$ cat src/rtl/reg_op_sequencer.sv
// ---------------------------------------------------------------------------
// reg_op_sequencer
//   Command-driven controller for a single register datapath instance.
//   A command is accepted on a valid/ready handshake. It is then expanded
//   into a sequence of register strobes, one strobe per cycle. A one-cycle
//   done pulse closes every accepted command.
//
//   FSM: IDLE -> RUN -> DONE -> IDLE.
//   Commands with no strobes (NOP, or a zero repeat count) go straight from
//   IDLE to DONE.
//
// Parameters
//   DATA_WIDTH  register data width (cmd_data, reg_in, reg_q)
//   CNT_WIDTH   repeat count width; the largest repeat is 2**CNT_WIDTH-1
//
// Ports
//   clk, rst_n               clock (rising edge), async active-low reset
//   cmd_valid / cmd_ready    command handshake; cmd_ready is high in IDLE only
//   cmd_op                   0 NOP, 1 CLR, 2 LOAD, 3 INC, 4 DEC,
//                            5 SHR, 6 SHL, 7 ROR
//   cmd_cnt                  repeat count for INC/DEC/SHR/SHL/ROR
//   cmd_data                 load value for LOAD
//   cmd_fill                 serial fill bit for SHR/SHL
//   abort                    synchronous abort of a command in RUN
//   reg_q                    live register value (read only by ROR)
//   reg_cl .. reg_sl         register strobes
//   reg_in                   register parallel input (LOAD only)
//   reg_ir / reg_il          serial fill to the register
//   busy                     high in RUN and DONE
//   done                     one-cycle completion pulse
//
// Configuration
//   REG_OP_SEQ_ROR_EN  When defined, op 7 rotates right. Each RUN cycle
//                      strobes reg_sr with reg_ir = reg_q[0].
//                      When undefined, op 7 behaves as NOP.
// ---------------------------------------------------------------------------
module reg_op_sequencer #(
  parameter int unsigned DATA_WIDTH = 16,
  parameter int unsigned CNT_WIDTH  = 5
) (
  input  logic                  clk,
  input  logic                  rst_n,
  input  logic                  cmd_valid,
  output logic                  cmd_ready,
  input  logic [2:0]            cmd_op,
  input  logic [CNT_WIDTH-1:0]  cmd_cnt,
  input  logic [DATA_WIDTH-1:0] cmd_data,
  input  logic                  cmd_fill,
  input  logic                  abort,
  input  logic [DATA_WIDTH-1:0] reg_q,
  output logic                  reg_cl,
  output logic                  reg_ld,
  output logic                  reg_inc,
  output logic                  reg_dec,
  output logic                  reg_sr,
  output logic                  reg_sl,
  output logic [DATA_WIDTH-1:0] reg_in,
  output logic                  reg_ir,
  output logic                  reg_il,
  output logic                  busy,
  output logic                  done
);

  typedef enum logic [2:0] {
    OP_NOP  = 3'd0,
    OP_CLR  = 3'd1,
    OP_LOAD = 3'd2,
    OP_INC  = 3'd3,
    OP_DEC  = 3'd4,
    OP_SHR  = 3'd5,
    OP_SHL  = 3'd6,
    OP_ROR  = 3'd7
  } op_t;

  typedef enum logic [1:0] {
    IDLE = 2'd0,
    RUN  = 2'd1,
    DONE = 2'd2
  } state_t;

  localparam logic [CNT_WIDTH-1:0] CNT_ONE = CNT_WIDTH'(1);

  state_t                state;
  op_t                   op_q;
  logic [CNT_WIDTH-1:0]  rem_q;
  logic [DATA_WIDTH-1:0] data_q;
  logic                  fill_q;

  op_t                   new_op;
  logic [CNT_WIDTH-1:0]  new_cnt;
  logic                  strobe_active;

  assign new_op = op_t'(cmd_op);

  // Effective strobe count of the incoming command. Ops that emit no strobes
  // report 0, so a non-zero count alone decides between RUN and DONE.
  always_comb begin
    new_cnt = '0;
    case (new_op)
      OP_CLR, OP_LOAD:                 new_cnt = CNT_ONE;
      OP_INC, OP_DEC, OP_SHR, OP_SHL:  new_cnt = cmd_cnt;
`ifdef REG_OP_SEQ_ROR_EN
      OP_ROR:                          new_cnt = cmd_cnt;
`endif
      default:                         new_cnt = '0;
    endcase
  end

  // Control FSM together with the captured command fields.
  always_ff @(posedge clk or negedge rst_n) begin
    if (!rst_n) begin
      state  <= IDLE;
      op_q   <= OP_NOP;
      rem_q  <= '0;
      data_q <= '0;
      fill_q <= 1'b0;
    end else begin
      case (state)
        IDLE: begin
          if (cmd_valid) begin
            op_q   <= new_op;
            data_q <= cmd_data;
            fill_q <= cmd_fill;
            if (new_cnt != '0) begin
              state <= RUN;
              rem_q <= new_cnt;
            end else begin
              state <= DONE;
              rem_q <= '0;
            end
          end
        end
        RUN: begin
          if (abort || rem_q == CNT_ONE) begin
            state <= DONE;
            rem_q <= '0;
          end else begin
            rem_q <= rem_q - CNT_ONE;
          end
        end
        DONE: begin
          state <= IDLE;
        end
        default: begin
          state <= IDLE;
        end
      endcase
    end
  end

  // Strobes come from registered state only. abort is the single live
  // qualifier: it suppresses the strobe in the same cycle it is raised.
  assign strobe_active = (state == RUN) && !abort;

  always_comb begin
    reg_cl  = 1'b0;
    reg_ld  = 1'b0;
    reg_inc = 1'b0;
    reg_dec = 1'b0;
    reg_sr  = 1'b0;
    reg_sl  = 1'b0;
    reg_in  = '0;
    reg_ir  = 1'b0;
    reg_il  = 1'b0;
    if (strobe_active) begin
      case (op_q)
        OP_CLR:  reg_cl  = 1'b1;
        OP_LOAD: begin
          reg_ld = 1'b1;
          reg_in = data_q;
        end
        OP_INC:  reg_inc = 1'b1;
        OP_DEC:  reg_dec = 1'b1;
        OP_SHR: begin
          reg_sr = 1'b1;
          reg_ir = fill_q;
        end
        OP_SHL: begin
          reg_sl = 1'b1;
          reg_il = fill_q;
        end
`ifdef REG_OP_SEQ_ROR_EN
        // Rotate is a right shift that feeds the live LSB back in at the top.
        OP_ROR: begin
          reg_sr = 1'b1;
          reg_ir = reg_q[0];
        end
`endif
        default: begin
          reg_cl = 1'b0;
        end
      endcase
    end
  end

  assign cmd_ready = (state == IDLE);
  assign busy      = (state == RUN) || (state == DONE);
  assign done      = (state == DONE);

  // reg_q is kept on the port list in every build. Only its LSB feeds the
  // rotate, so the remaining bits are folded into a sink.
`ifdef REG_OP_SEQ_ROR_EN
  logic reg_q_unused;
  assign reg_q_unused = ^reg_q[DATA_WIDTH-1:1];
`else
  logic reg_q_unused;
  assign reg_q_unused = ^reg_q;
`endif

endmodule

$ cat config.mk
export PLATFORM = sky130hd
export DESIGN_NAME = reg_op_sequencer
export DESIGN_NICKNAME = d
export VERILOG_FILES = /design/src/rtl/reg_op_sequencer.sv
export SDC_FILE = /design/constraint.sdc
export NUM_CORES = 1
export LEC_CHECK = 0
export CAP_MARGIN = 20
export CORE_MARGIN = 2
export CORE_UTILIZATION = 43
export CTS_CLUSTER_SIZE = 30
export DETAILED_ROUTE_END_ITERATION = 10
export MAX_ROUTING_LAYER = met4
export PLACE_DENSITY = 0.85
export SYNTH_ARGS = -nofsm -noshare
export SYNTH_HDL_FRONTEND = slang
export SYNTH_SLANG_ARGS = --single-unit
$ cat constraint.sdc
create_clock -name clk -period 4.7 [get_ports clk]
set_clock_uncertainty 0.2 [all_clocks]
set_input_delay 1.175 -clock clk [delete_from_list [all_inputs] [get_ports clk]]
set_output_delay 1.175 -clock clk [all_outputs]
set_load 0.05 [all_outputs]
==> results of run 1 <==
-- worst max-delay path: stages --
cell                              delay, ps
sky130_fd_sc_hd__clkdlybuf4s50_1        410
sky130_fd_sc_hd__nand2b_2               230
sky130_fd_sc_hd__nor3_1                 270
sky130_fd_sc_hd__clkdlybuf4s50_1        860
-- sequential cells by signal, summed over array words and instances, names as in the netlist --
name and flops:
data_q 16, rem_q 5, op_q 3, state 2, fill_q 1
-- cells in the final DEF, fill, tap and decap left out, types with 3 or more instances in the layout --
cell                              count
sky130_fd_sc_hd__ha_1                 5
sky130_fd_sc_hd__mux2_2              20
sky130_fd_sc_hd__o21ai_1              3
sky130_fd_sc_hd__buf_12              17
sky130_fd_sc_hd__clkbuf_4             3
sky130_fd_sc_hd__nand2b_1             3
sky130_fd_sc_hd__clkdlybuf4s50_1     37
sky130_fd_sc_hd__inv_1                6
sky130_fd_sc_hd__dfrtp_1             27
sky130_fd_sc_hd__nand2_1              3
sky130_fd_sc_hd__o21ai_0              4
sky130_fd_sc_hd__nor2_1               3
sky130_fd_sc_hd__nand3_1              3
sky130_fd_sc_hd__and2_1              20
sky130_fd_sc_hd__nor3_1               6
sky130_fd_sc_hd__buf_4                3
sky130_fd_sc_hd__a22o_1               3
-- metal layers --
| layer | up-vias | track usage [%] |
|---|---|---|
| met5 | - | - |
| met4 | 0 | 5.00 |
| met3 | 5 | 2.52 |
| met2 | 44 | 37.4 |
| met1 | 601 | 23.1 |
| li1 | 584 | - |
-- report_power, final --
part           leakage [nW]  internal, mW  switching [mW]  total [mW]
combinational         0.593         0.238           0.266       0.505
clock                0.0150        0.0331          0.0656      0.0987
sequential            0.324         0.343          0.0719       0.415
total                 0.932         0.614           0.404        1.02
-- worst min-delay path by stage --
stage          slack, ps          to  startpoint  cells after the start
6_report             320   data_q[1]   data_q[1]                      1
5_1_grt              330   data_q[1]   data_q[1]                      1
4_1_cts              320   data_q[1]   data_q[1]                      1
3_5_place_dp         290   data_q[1]   data_q[1]                      1
3_3_place_gp         280   data_q[7]   data_q[7]                      1
2_1_floorplan        270  data_q[10]  data_q[10]                      1
-- area by class of cell --
type | count | area [um^2]
flip-flops and latches | 27 | 676
repair buffers | 57 | 733
multi-input cells | 95 | 741
inverters | 6 | 22.5
fillers | 261 | 1050
clock buffers | 4 | 26.3
well taps | 46 | 57.6
-- cells by family (layout without fill, tap and decap cells) --
group                      Yosys count  count (layout)
buffers and inverters               10              67
adders and majority gates            5               5
and+or+nand+nor                     47              47
DFF                                 27              27
AOI/OAI and AO/OA                   23              23
muxes                               20              20
==> flow_summary.json, run 1 <==
{
  "top_signal_layer_used": "met4",
  "synth_net_count": 182,
  "synthAdderAreaFrac_pct": 4.27,
  "ys_top_cells_by_area": "sky130_fd_sc_hd__dfrtp_1 46%, sky130_fd_sc_hd__mux2_2 15%, sky130_fd_sc_hd__and2_1 8.5%, sky130_fd_sc_hd__ha_1 4.3%, sky130_fd_sc_hd__nor3_1 2.0%",
  "initial_utilization_pct": 44.3,
  "first_pass_iters": 4,
  "post_route_clock_period_utilization_pct": 91.9,
  "r2r.worst_path.cells": 6,
  "antenna_cells": 0,
  "drcViolationCount": 0,
  "grt_antenna_before_repair": 0,
  "slew-limit-headroom_pct": 39.4,
  "max-vdd-ir-drop_v": 0.000245,
  "tightest_slew_ps": 908,
  "ys_types": 33,
  "synth_top_area_share_pct": 46.1,
  "grt_start_max_net_pins": 28,
  "fin_nets": 240,
  "fin_cells": 235,
  "dr_iter_0_viols": 123,
  "cell_type_with_the_highest_aggregate_area_in_the_netlist": "sky130_fd_sc_hd__dfrtp_1",
  "power_per_cell_area_mw_per_mm2": 451,
  "drt_wl_total_um": 3580,
  "cts_made_buffers": 3,
  "leakagePower_nw": 0.932,
  "async_sr_flop_fraction_pct": 100,
  "crit-reg2reg-capture": "rem_q[4]",
  "ctsRootBufferMaster": "sky130_fd_sc_hd__clkbuf_4",
  "num_io_pins": 72,
  "post_synth_mux_area_share_pct": 15.4,
  "crit_path_start_kind": "primary input",
  "layout-drive-gt1-share_pct": 24.3,
  "syn_to_final_growth_pct": 54.0,
  "slew_viol_final": 0,
  "crit_start": "abort",
  "die_h_um": 62.4,
  "place_congestion": 0.840,
  "arrival_ps": 2940,
  "final_critical_path_setup_slack_ps": 382,
  "h-tree-depth": 1,
  "post_cts_resized": 0,
  "holdWs_ps": 318,
  "met1_length_um": 1470,
  "rows": 21,
  "ff2ff_setup_slack_ps": 2260,
  "critical_path_class": "in -> out",
  "maxClockFrequency_mhz": 232,
  "status": "finished clean",
  "met2_length_um": 1880,
  "synth_simple_gate_area_share_pct": 19.2,
  "hold_buffers": 0,
  "detailed_place.area_mm2": 0.00223,
  "finalCoreUtilization_pct": 68.1,
  "cts-root-to-sink-buffers": 2,
  "numPortBuffers": 55,
  "finalSetupTns_ps": 0,
  "detailedPlacementHpwl_um": 2750,
  "design.die.area_mm2": 0.00389,
  "vias_in_the_first_global_route": 1315,
  "synth_commonest_cells": "27 x sky130_fd_sc_hd__dfrtp_1, 20 x sky130_fd_sc_hd__and2_1, 20 x sky130_fd_sc_hd__mux2_2, 6 x sky130_fd_sc_hd__inv_1, 6 x sky130_fd_sc_hd__nor3_1",
  "post-cts-setup-buffer-count": 0,
  "met3RoutedLength_um": 183,
  "dominant_combinational_cell_family_by_area_after_synthesis": "simple AND/OR/NAND/NOR gates",
  "place.detailed.instances": 231,
  "core-area_mm2": 0.00331,
  "worstPathRequired_ps": 3320,
  "total_clock_sinks": 27,
  "post_synth_inst_count": 132,
  "die_w_um": 62.4,
  "setup.worst_path.end": "reg_sl",
  "synthMostInstantiatedCell": "sky130_fd_sc_hd__dfrtp_1",
  "grt_pass1_wl_um": 6130,
  "xor_xnor_share_of_the_synthesized_area_pct": 0,
  "maxCapViolCount": 0,
  "via_count": 1234,
  "synth.ff_latch_count": 27,
  "wire_per_inst_um": 15.2,
  "dp_slack_ps": 359,
  "setup_viol": 0,
  "via_density_per_instance": 5.25,
  "synth_edf_count": 0,
  "compound_gate_fraction_of_synth_area_pct": 11.7,
  "critPathMaxFanout": 5,
  "synth-warning-count": 0,
  "synth.cell_area_mm2": 0.00147,
  "syn-mean-instance-area_um2": 11.1,
  "finalPower_mw": 1.02,
  "total_congestion_overflow": 0,
  "yosys_most_used_dff": "sky130_fd_sc_hd__dfrtp_1",
  "regToRegStartpoint": "state[1]",
  "final_area_mm2": 0.00226,
  "min_period_ps": 4320,
  "clock_pin_transition_on_the_worst_setup_and_hold_timing_paths_ps": 140,
  "tritoncts": "done",
  "antenna_left": 0,
  "timing.critical_path.to_type": "output pin",
  "hold_violations": 0,
  "hold_class": "reg -> reg",
  "gr-usage-all-layers_pct": 20.1,
  "clock_latency_ps": 310,
  "synth_seq_area_share_pct": 46.1,
  "setup_repair_after_global_routing_missed_its_margin": "false"
}
Power figures use the tool's default switching activity.
==> run 2: changes to the inputs <==
CORE_UTILIZATION = 45   (was 43)
DONT_BUFFER_PORTS = 1   (was unset)
PLACE_DENSITY = unset   (was 0.85)
==> flow_summary.json, run 2 (same netlist as run 1, synthesis figures left out) <==
{
  "power.switching_mw": 0.383,
  "grt_busiest_layer": "met2",
  "antenna_cells": 0,
  "mostFrequentLayoutCell": "sky130_fd_sc_hd__dfrtp_1",
  "slew-limit-headroom_pct": 40.1,
  "hold_violations": 0,
  "max-vdd-ir-drop_v": 0.000252,
  "via_density_per_instance": 5.59,
  "place_congestion": 0.797,
  "design.die.area_mm2": 0.00373,
  "ctsRootBufferMaster": "sky130_fd_sc_hd__clkbuf_4",
  "register_share_of_total_power_pct": 44.9,
  "antenna_left": 0,
  "hold_buffers": 0,
  "total_congestion_overflow": 0,
  "slew_viol_final": 0,
  "critical_path.top_delay_family": "simple AND/OR/NAND/NOR gates",
  "grt_pass1_wl_um": 4510,
  "detailedPlacementHpwl_um": 2130,
  "drt_wl_total_um": 2800,
  "via_count": 1011,
  "cells_along_the_critical_path": "nand2b_2 -> nor3_4 -> and2_1",
  "layout_common_cells": "27 x sky130_fd_sc_hd__dfrtp_1, 20 x sky130_fd_sc_hd__and2_1, 20 x sky130_fd_sc_hd__mux2_2",
  "initial_utilization_pct": 47.6,
  "global_route.usage.met3_pct": 2.52,
  "tightest_slew_ps": 895,
  "setup_viol": 0,
  "path_buf_inv": 0,
  "holdWs_ps": 316,
  "drcViolationCount": 0,
  "critPathSlowestCell": "sky130_fd_sc_hd__and2_1",
  "pwr-share-comb_pct": 44.2,
  "core-area_mm2": 0.00308,
  "die_h_um": 61.1,
  "biggestRegsByFlops": "data_q: 16 flops, rem_q: 5 flops, op_q: 3 flops",
  "finalSetupTns_ps": 0,
  "power_per_cell_area_mw_per_mm2": 595,
  "cts_made_buffers": 3,
  "clock_power_share_pct": 10.9,
  "critPathMaxFanout": 17,
  "syn_to_final_growth_pct": 7.17,
  "finalCoreUtilization_pct": 51.0,
  "timing.critical_path.to_type": "output pin",
  "tritoncts": "done",
  "h-tree-depth": 1,
  "dr_iter_0_viols": 23,
  "grt_start_max_net_pins": 28,
  "numPortBuffers": 0,
  "wire_per_inst_um": 15.5,
  "setup_repair_after_global_routing_missed_its_margin": "false",
  "maxClockFrequency_mhz": 264,
  "fillCellCount": 294,
  "cts-root-to-sink-buffers": 2,
  "post_cts_resized": 0,
  "die_w_um": 61.1,
  "clock_latency_ps": 320,
  "grt_antenna_before_repair": 0,
  "power.switching_fraction_pct": 41.0,
  "gr-usage-all-layers_pct": 17.0,
  "num_io_pins": 72,
  "post_route_clock_period_utilization_pct": 80.5,
  "maxCapViolCount": 0,
  "clock_pin_transition_on_the_worst_setup_and_hold_timing_paths_ps": 150,
  "rows": 20,
  "min_period_ps": 3780,
  "critical_path_class": "in -> out",
  "worst_path_largest_cell_delay_ps": 530,
  "post-cts-setup-buffer-count": 0,
  "worstPathRequired_ps": 3320,
  "internal_power_mw": 0.551,
  "grt.met1_usage_pct": 20.4,
  "arrival_ps": 2410,
  "first_pass_iters": 4,
  "vias_in_the_first_global_route": 980,
  "total_clock_sinks": 27,
  "layout-drive-gt1-share_pct": 24.1,
  "largest_register_ffs": 16,
  "max_flop_register": "data_q",
  "fin_nets": 188,
  "status": "finished clean",
  "hold_class": "in -> async",
  "crit_path_start_kind": "primary input",
  "leakagePower_nw": 0.673,
  "grt_use_met2_pct": 28.7
}
[run 2: cell type report]
| type | count | area [um^2] | share of cell area [%] |
|---|---|---|---|
| clock buffers | 3 | 22.5 | 1.43 |
| clock inverters | 1 | 5.00 | 0.319 |
| inverters | 6 | 22.5 | 1.43 |
| multi-input cells | 95 | 752 | 47.9 |
| flip-flops and latches | 27 | 676 | 43.0 |
| well taps | 44 | 55.1 | 3.51 |
| repair buffers | 5 | 37.5 | 2.39 |
[run 2: metal layers]
metal / routed length, um / vias up
li1: - / 482
met5: 0 / -
met1: 1220 / 494
met4: 15 / 0
met2: 1410 / 33
met3: 154 / 2
[run 2: path summary, 6_finish.rpt]
| kind | start | endpoint | slack (ps) | depth (start not counted) |
|---|---|---|---|---|
| min in group clk | data_q[9] | data_q[9] | 320 | 1 |
| max | abort | reg_in[14] | 920 | 3 |
| max reg2reg | state[1] | rem_q[4] | 1970 | 6 |
| min reg2reg | data_q[9] | data_q[9] | 320 | 1 |
| min | rst_n | rem_q[0] | 320 | 0 |
| max in group asynchronous | rst_n | data_q[6] | 3910 | 0 |
[run 2: power groups by stage]
| stage | clock network [mW] | registers, mW | logic [mW] |
|---|---|---|---|
| finish | 0.102 | 0.420 | 0.413 |
| detailed placement | 0 | 0.424 | 0.418 |
| floorplan | 0 | 0.399 | 0.370 |
| global route | 0.113 | 0.433 | 0.450 |
| CTS | 0.105 | 0.420 | 0.418 |
| global placement | 0 | 0.415 | 0.406 |
[run 2: per-stage QoR]
step	power, mW	setup slack, ps	instances	instance area (um^2)
floorplan	0.769	257	132	1470
global placement	0.821	902	177	1540
detailed placement	0.842	835	177	1540
CTS	0.942	832	181	1570
global route	0.997	716	181	1570
finish	0.934	916	181	1570
==> variant, RTL diff (config.mk and constraints of run 1) <==
The 3 states of `state_t` get a one-hot encoding in 3 bits.
--- a/src/rtl/reg_op_sequencer.sv
+++ b/src/rtl/reg_op_sequencer.sv
@@ -72,10 +72,10 @@
     OP_ROR  = 3'd7
   } op_t;
 
-  typedef enum logic [1:0] {
-    IDLE = 2'd0,
-    RUN  = 2'd1,
-    DONE = 2'd2
+  typedef enum logic [2:0] {
+    IDLE = 3'b001,
+    RUN  = 3'b010,
+    DONE = 3'b100
   } state_t;
 
   localparam logic [CNT_WIDTH-1:0] CNT_ONE = CNT_WIDTH'(1);
Behaviour: no difference found for any inputs over 10 cycles, from zero or initial values and one cycle with rst_n low; not proved beyond that.
==> variant against run 1 <==
  * Global-route usage increased by 0.21 points
  * Setup slack got worse by 0.12 ns
  * Cell area increased by 1.1%
  * Routed wire length increased by 1.7%
  * Register-to-register slack improved by 0.34 ns
  * Sequential cell count increased by 1
  * Area after synthesis increased by 1.2%
  * Power decreased by 3.7%
==> variant: results (changes against run 1) <==
met2_length_um: 1740  # was 1880 um
largestRegisters: "data_q x16, rem_q x5"  # was data_q x16, rem_q x5, op_q x3
grt_util_met2: 0.335  # was 0.374
drtIter0Drc: 79  # was 123
placed_cell_area_sq_um: 2240  # was 2230 sq um
top_layer: "met4"  # unchanged
syn_nets: 182  # unchanged
p_leak_nw: 0.944  # was 0.932 nW
r2r_start: "rem_q[1]"  # was state[1]
rrSetupSlack_ns: 2.60  # was 2.26 ns
dpl.cell_count: 233  # was 231
dp_hpwl_um: 2800  # was 2750 um
grtUsageMet1: 0.246  # was 0.231
r2r_end: "rem_q[2]"  # was rem_q[4]
crit_family: "buffers and inverters"  # unchanged
cp.arrival_ns: 3.06  # was 2.94 ns
worstHoldStart: "data_q[11]"  # was data_q[1]
hold_path.class: "flop to flop"  # unchanged
drive_gt1_frac: 0.262  # was 0.243
grtUsageTotal: 0.203  # was 0.201
routedWlPerCell_um: 15.3  # was 15.2 um
multi_input_area_sq_um: 737  # was 741 sq um
synth_area_leaders: "dfrtp_1, mux2_2, and2_1"  # unchanged
grt_max_degree: 23  # was 28
status: "finished, final reports clean"  # unchanged
grt_pass1_vias: 1351  # was 1315
whs_ns: 0.319  # was 0.318 ns
final_net_count: 239  # was 240
crit_slowest_cell: "clkdlybuf4s50_1"  # unchanged
synth_common_cells: "dfrtp_1, mux2_2, and2_1"  # was dfrtp_1, and2_1, mux2_2
dp_slack_ns: 0.270  # was 0.359 ns
routed-wl-met3_um: 244  # was 183 um
cp_max_fo: 6  # was 5
met1_length_um: 1570  # was 1470 um
cts_setup_buffers: 0  # unchanged
fin_crit_ns: 4.43  # was 4.32 ns
root_buffer: "clkbuf_4"  # unchanged
hold_path_end: "data_q[11]"  # was data_q[1]
synth-seq-area-share: 0.473  # was 0.461
finalWeightedCongestion: 0.771  # was 0.840
vias: 1255  # was 1234
ir_drop_mv: 0.216  # was 0.245 mV
crit_end: "reg_sl"  # unchanged
grt_util_met3: 0.0523  # was 0.0252
grt_first_pass_wirelength_um: 6260  # was 6130 um
routed_wl_um: 3630  # was 3580 um
ys_types: 43  # was 33
max_slew_margin: 0.468  # was 0.394
fillers: 256  # was 261
avgSynthCellArea_sq_um: 11.0  # was 11.1 sq um
-- variant: power by group --
group          internal (mW)  switching (mW)  total [mW]
clock network         0.0474          0.0688       0.116
registers              0.359          0.0846       0.444
logic                  0.209           0.211       0.420
-- variant: final cells by class --
cell class / count / share of cell area
Inverter: 4 / 0.00658
Clock buffer: 4 / 0.0159
Multi-Input combinational cell: 98 / 0.323
Timing Repair Buffer: 57 / 0.321
Sequential cell: 28 / 0.308
Tap cell: 46 / 0.0252
-- variant: kinds of logic (layout without fill, tap and decap cells) --
logic type / after synthesis / count (layout) / share of synthesized area
and+or+nand+nor: 60 / 60 / 0.249
DFF: 28 / 28 / 0.473
muxes: 18 / 18 / 0.137
AOI/OAI and AO/OA: 17 / 17 / 0.0886
buffers and inverters: 9 / 65 / 0.0295
adders and majority gates: 2 / 2 / 0.0169
xor gates and xnor gates: 1 / 1 / 0.00591
